==> config.mk <==
export PLATFORM = sky130hd
export DESIGN_NAME = arith_reservation_station
export DESIGN_NICKNAME = d
export VERILOG_FILES = /design/src/rtl/arith_reservation_station.sv
export SDC_FILE = /design/constraint.sdc
export NUM_CORES = 1
export LEC_CHECK = 0
export BUFFER_PORTS_ARGS = -buffer_cell sky130_fd_sc_hd__buf_2
export CORE_ASPECT_RATIO = 1.4
export CORE_MARGIN = 5
export CORE_UTILIZATION = 55
export DETAILED_ROUTE_END_ITERATION = 8
export GPL_ROUTABILITY_DRIVEN = 0
export PLACE_DENSITY_LB_ADDON = 0.08
export SYNTH_ARGS = -nofsm -noshare
export SYNTH_HDL_FRONTEND = slang
export SYNTH_HIERARCHICAL = 1
export SYNTH_SLANG_ARGS = --single-unit
==> constraint.sdc <==
create_clock -name clk -period 2.5 [get_ports clk]
set_input_delay 0.75 -clock clk [delete_from_list [all_inputs] [get_ports clk]]
set_output_delay 0.75 -clock clk [all_outputs]
set_load 0.005 [all_outputs]
==> src/rtl/arith_reservation_station.sv <==
// Reservation station for the arithmetic pipeline: holds ALU micro-ops until A/B/flag
// operands arrive on the CDB, then issues the lowest-index ready entry into registered outputs.
package arith_rs_pkg;
  typedef struct packed {
    logic       rdy;
    logic [7:0] v;    // value when rdy, else tag in [4:0]
  } opnd_t;

  typedef struct packed {
    logic [3:0] opcode;
    logic [4:0] rob;
    logic [4:0] dest;
    logic [4:0] flag_dest;
    opnd_t      a;
    opnd_t      b;
    opnd_t      f;
  } uop_t;

  function automatic opnd_t capture(opnd_t o, logic hit_v, logic [4:0] tag, logic [7:0] val);
    capture = o;
    if (!o.rdy && hit_v && o.v[4:0] == tag) begin
      capture.rdy = 1'b1;
      capture.v   = val;
    end
  endfunction
endpackage

module arith_rs_entry
  import arith_rs_pkg::*;
(
  input  logic       clk,
  input  logic       rst_n,
  input  logic       flush,
  input  logic       alloc,
  input  logic       issue,
  input  uop_t       disp_uop,
  input  logic       cdb_valid,
  input  logic [4:0] cdb_reg,
  input  logic [7:0] cdb_val,
  input  logic       cdb_flag_valid,
  input  logic [4:0] cdb_flag_reg,
  input  logic [7:0] cdb_flags,
  output logic       valid,
  output logic       eligible,
  output uop_t       uop
);
  uop_t src, nxt;

  // Same capture path serves dispatch bypass and wakeup of a resident entry.
  always_comb begin
    src   = alloc ? disp_uop : uop;
    nxt   = src;
    nxt.a = capture(src.a, cdb_valid, cdb_reg, cdb_val);
    nxt.b = capture(src.b, cdb_valid, cdb_reg, cdb_val);
    nxt.f = capture(src.f, cdb_flag_valid, cdb_flag_reg, cdb_flags);
  end

  assign eligible = valid && uop.a.rdy && uop.b.rdy && uop.f.rdy;

  always_ff @(posedge clk or negedge rst_n) begin
    if (!rst_n) begin
      valid <= 1'b0;
      uop   <= '0;
    end else begin
      uop <= nxt;
      if (flush)      valid <= 1'b0;
      else if (alloc) valid <= 1'b1;
      else if (issue) valid <= 1'b0;
    end
  end
endmodule

module arith_reservation_station
  import arith_rs_pkg::*;
#(
  parameter int DEPTH = 4
) (
  input  logic       clk,
  input  logic       rst_n,
  input  logic       flush,
  input  logic       disp_valid,
  output logic       disp_ready,
  input  logic [3:0] disp_opcode,
  input  logic [4:0] disp_rob,
  input  logic [4:0] disp_dest,
  input  logic [4:0] disp_flag_dest,
  input  logic       disp_a_rdy,
  input  logic       disp_b_rdy,
  input  logic       disp_f_rdy,
  input  logic [7:0] disp_a,
  input  logic [7:0] disp_b,
  input  logic [7:0] disp_f,
  input  logic       cdb_valid,
  input  logic [4:0] cdb_reg,
  input  logic [7:0] cdb_val,
  input  logic       cdb_flag_valid,
  input  logic [4:0] cdb_flag_reg,
  input  logic [7:0] cdb_flags,
  output logic       instr_valid,
  output logic [3:0] opcode,
  output logic [4:0] ROB_entry,
  output logic [4:0] dest_reg,
  output logic [4:0] flag_reg,
  output logic [7:0] op_a_val,
  output logic [7:0] op_b_val,
  output logic [7:0] flags_val
);
  logic [DEPTH-1:0] ent_valid, ent_elig, alloc_oh, issue_oh;
  uop_t [DEPTH-1:0] ent_uop;
  uop_t             disp_uop, sel_uop;
  logic             any_elig;

  assign disp_uop = '{opcode: disp_opcode, rob: disp_rob, dest: disp_dest,
                      flag_dest: disp_flag_dest,
                      a: '{rdy: disp_a_rdy, v: disp_a},
                      b: '{rdy: disp_b_rdy, v: disp_b},
                      f: '{rdy: disp_f_rdy, v: disp_f}};

  assign disp_ready = ~&ent_valid;

  // Lowest free entry takes the dispatch; lowest eligible entry issues. Flush blocks both.
  always_comb begin
    logic found_free;
    alloc_oh   = '0;
    issue_oh   = '0;
    sel_uop    = '0;
    any_elig   = 1'b0;
    found_free = 1'b0;
    for (int i = 0; i < DEPTH; i++) begin
      if (!ent_valid[i] && !found_free) begin
        alloc_oh[i] = disp_valid && !flush;
        found_free  = 1'b1;
      end
      if (ent_elig[i] && !any_elig) begin
        issue_oh[i] = !flush;
        sel_uop     = ent_uop[i];
        any_elig    = 1'b1;
      end
    end
  end

  for (genvar g = 0; g < DEPTH; g++) begin : g_ent
    arith_rs_entry u_ent (
      .clk, .rst_n, .flush,
      .alloc          (alloc_oh[g]),
      .issue          (issue_oh[g]),
      .disp_uop,
      .cdb_valid, .cdb_reg, .cdb_val,
      .cdb_flag_valid, .cdb_flag_reg, .cdb_flags,
      .valid          (ent_valid[g]),
      .eligible       (ent_elig[g]),
      .uop            (ent_uop[g])
    );
  end

  always_ff @(posedge clk or negedge rst_n) begin
    if (!rst_n) begin
      instr_valid <= 1'b0;
      opcode      <= '0;
      ROB_entry   <= '0;
      dest_reg    <= '0;
      flag_reg    <= '0;
      op_a_val    <= '0;
      op_b_val    <= '0;
      flags_val   <= '0;
    end else if (flush || !any_elig) begin
      instr_valid <= 1'b0;
    end else begin
      instr_valid <= 1'b1;
      opcode      <= sel_uop.opcode;
      ROB_entry   <= sel_uop.rob;
      dest_reg    <= sel_uop.dest;
      flag_reg    <= sel_uop.flag_dest;
      op_a_val    <= sel_uop.a.v;
      op_b_val    <= sel_uop.b.v;
      flags_val   <= sel_uop.f.v;
    end
  end
endmodule
==> run_results.csv <==
group,metric,value,unit
pwr,power_frac_seq,0.427,
placed_design,dp.cells,1519,
cts,cts_root_buffer,"clkbuf_16",
pwr,switchingPower,4.154,mW
finish,drive_above_1_share,0.4237,
detailed_routing,wl,33.77,mm
cts,clock_sinks,232,
synthesis,synth.avg_cell_area,11.59,um^2
floorplanning,dieWidth,135.2,um
critical_path,arrival,2.93,ns
synthesis,ys_types,34,
critical_path,worstReg2RegStart,"g_ent[0].u_ent/valid",
timing,tns,-0.07425,ns
detailed_routing,wl_met3,1.416,mm
timing,skew,0.01192,ns
cts,clock_latency,0.51,ns
global_routing,gr-total-overflow,0,
cts,clockBufferDepth,3,
synthesis,synth.area.top_cells,"dfrtp_1 48%, mux2_2 14%, mux2i_1 10%, xnor2_1 3.5%, a221o_1 3.3%",
finish,areaGrowthSynthToFinish,28.31,%
finish,final_cells,1595,
critical_path,worstPathCellList,"buf_6 -> nand2b_4 -> buf_6 -> nor3b_4 -> buf_12 -> buf_8 -> mux2i_4 -> xnor2_2 -> nor4_2 -> nand4_2 -> buf_6 -> mux2i_1",
timing,max-slew-margin-rel,0.4049,
detailed_routing,wl_met2,17.21,mm
finish,final_nets,1361,
synthesis,async_flop_share,1.000,
synthesis,yosysWarnings,6,
floorplanning,dieHeight,185.3,um
synthesis,synth_top_area_cell,"dfrtp_1",
floorplanning,start_util,0.5542,
critical_path,path_max_fanout,6,
cts,cts_tree,"done",
pwr,p_total,13.65,mW
synthesis,yosysSeqAreaShare,0.4810,
detailed_routing,wirelength_met1,14.27,mm
hold_path,min_path_type,"in2async",
placed_design,postPlaceCellArea,13900,um^2
cts,cts_hold_buf,0,
detailed_routing,viasPerCell,5.692,
pwr,clockPowerShare,0.256,
status,violations,"negative setup slack",
timing,period_share,1.006,
pwr,p_sw_frac,0.3043,
cts,cts_buffers,23,
floorplanning,ioPinCount,123,
critical_path,reg2reg_to,"g_ent[0].u_ent/uop[16]",
floorplanning,num_rows,64,
timing,rsz0062_at_grt,"yes",
critical_path,worst_path_max_delay_cell,"nor4_2",
pwr,p_per_area,881.4,nW/um^2
pwr,p_int,9.497,mW
critical_path,reg2reg_depth,9,
status,status,"complete, but fails checks",
global_routing,grt_pass1_vias,9421,
finish,top_register,"g_ent.u_ent/uop",
synthesis,synth.cell_area,12070,um^2
placed_design,io_buffers,122,
run,cap_violations,0,
global_routing,track_usage,0.2632,
synthesis,synth_cells,1041,
finish,diodes,0,
global_routing,grt_antenna_before_repair,0,
synthesis,ys_seq_elements,232,
synthesis,synth_top_area_frac,0.4810,
timing,whs,0.1568,ns
synthesis,ys.flop_type,"dfrtp_1",
timing,max_slew.worst_pin.slew,0.8898,ns
global_routing,grt_first_pass_wirelength,51.81,mm
finish,largest_register_ffs,184,
detailed_routing,drtIter0Drc,637,
synthesis,synth_edf_count,0,
pwr,p_leak,7.224,nW
pwr,vdd_drop_max,0.6196,mV
critical_path,ff2ff_setup_slack,0.02,ns
detailed_routing,highest_layer,"met4",
timing,slew_violations,0,
critical_path,path_class,"in2reg",
timing,finalCriticalPeriod,2.515,ns
floorplanning,core,21780,um^2
synthesis,synth_most_common_cell,"dfrtp_1",
finish,fin_util,0.7111,
pwr,pwr-share-comb,0.316,
timing,hold_viol_final,0,
finish,fin_area,15490,um^2
synthesis,synth.top_cells.by_count,"232 x dfrtp_1, 148 x mux2_2, 120 x mux2i_1",
detailed_routing,ant_nets,0,
timing,setup_slack,-0.01506,ns
global_routing,grt_max_degree,57,
placed_design,pre_cts_slack,-0.5289,ns
critical_path,slowest_delay,0.31,ns
placed_design,dp_hpwl,22.89,mm
critical_path,cp_common_cell,"buf_6",
timing,fmax,397.6,MHz
detailed_routing,drt_pass1_iterations,5,
detailed_routing,vias,9078,
cts,htreeDepth,1,
critical_path,worst-endpoint-required,2.92,ns
floorplanning,die_area,25050,um^2
synthesis,synth_nets,1119,
detailed_routing,drc,0,
critical_path,endpoint_kind,"flip-flop",
timing,setup_violations,7,
detailed_routing,wl_per_cell,21.17,um
cts,clk_pin_slew,0.06,ns
critical_path,cp-start-kind,"input pin",
==> critical path, delay by kind of cell <==
kind	cells	cell delay, ns
xor gates and xnor gates	1	0.09
and+or+nand+nor	4	0.93
buffers and inverters	5	0.71
muxes	2	0.44
==> power groups by stage <==
stage	Clock, mW	Combinational [mW]	Sequential [mW]
6_report	3.50	4.32	5.84
5_1_grt	3.72	4.68	5.99
4_1_cts	3.56	3.91	5.74
3_5_place_dp	0	3.87	5.79
3_3_place_gp	0	3.78	5.77
2_1_floorplan	0	2.29	5.62
==> cells in the final DEF, fill, tap and decap left out, types with 39 or more instances in the layout <==
| master | count |
|---|---|
| mux2_2 | 146 |
| buf_2 | 120 |
| buf_4 | 118 |
| a31oi_1 | 40 |
| dfrtp_1 | 232 |
| inv_1 | 84 |
| a221o_1 | 40 |
| nor2_1 | 46 |
| mux2i_1 | 92 |
| nand2_1 | 101 |
| a211oi_1 | 39 |
==> routing by layer <==
metal,vias to the layer above,GRT usage
met4,0,0.07221
met2,233,0.4524
li1,4182,-
met1,4605,0.3535
met3,58,0.03288
met5,-,0
==> kinds of logic (layout without fill, tap and decap cells) <==
group,after synthesis,in the layout,share of synthesized area
DFF,232,232,0.4810
and+or+nand+nor,189,189,0.08282
muxes,280,280,0.2513
xor gates and xnor gates,60,60,0.04354
AOI/OAI and AO/OA,134,134,0.08624
buffers and inverters,146,403,0.05515
==> final cells by class <==
type / instances / area [um^2]
Sequential cell: 232 / 5806
Tap cell: 297 / 371.6
Fill cell: 1616 / 6294
Clock buffer: 32 / 629.4
Clock inverter: 8 / 115.1
Inverter: 84 / 315.3
Timing Repair Buffer: 279 / 2132
Multi-Input combinational cell: 663 / 6118
==> what timing repair did <==
action                                  in CTS  in global routing
gates cloned                                 0                  2
resized for setup                            4                 91
endpoints found under the setup margin      14                 84
buffers inserted                             4                 30
pin swaps                                    3                 16
==> worst max-delay path by stage <==
stage                from                     end  slack [ns]  cells past startpoint
finish              flush   g_ent[1].u_ent/uop[9]       -0.02                     12
detailed placement  flush  g_ent[1].u_ent/uop[10]       -0.53                     11
CTS                 flush  g_ent[1].u_ent/uop[21]     0.00008                     11
floorplan           flush  g_ent[1].u_ent/uop[14]       -0.17                      8
global route        flush  g_ent[1].u_ent/uop[19]       -0.13                     13
global placement    flush  g_ent[2].u_ent/uop[20]       -0.49                     10
Power figures use the tool's default switching activity.
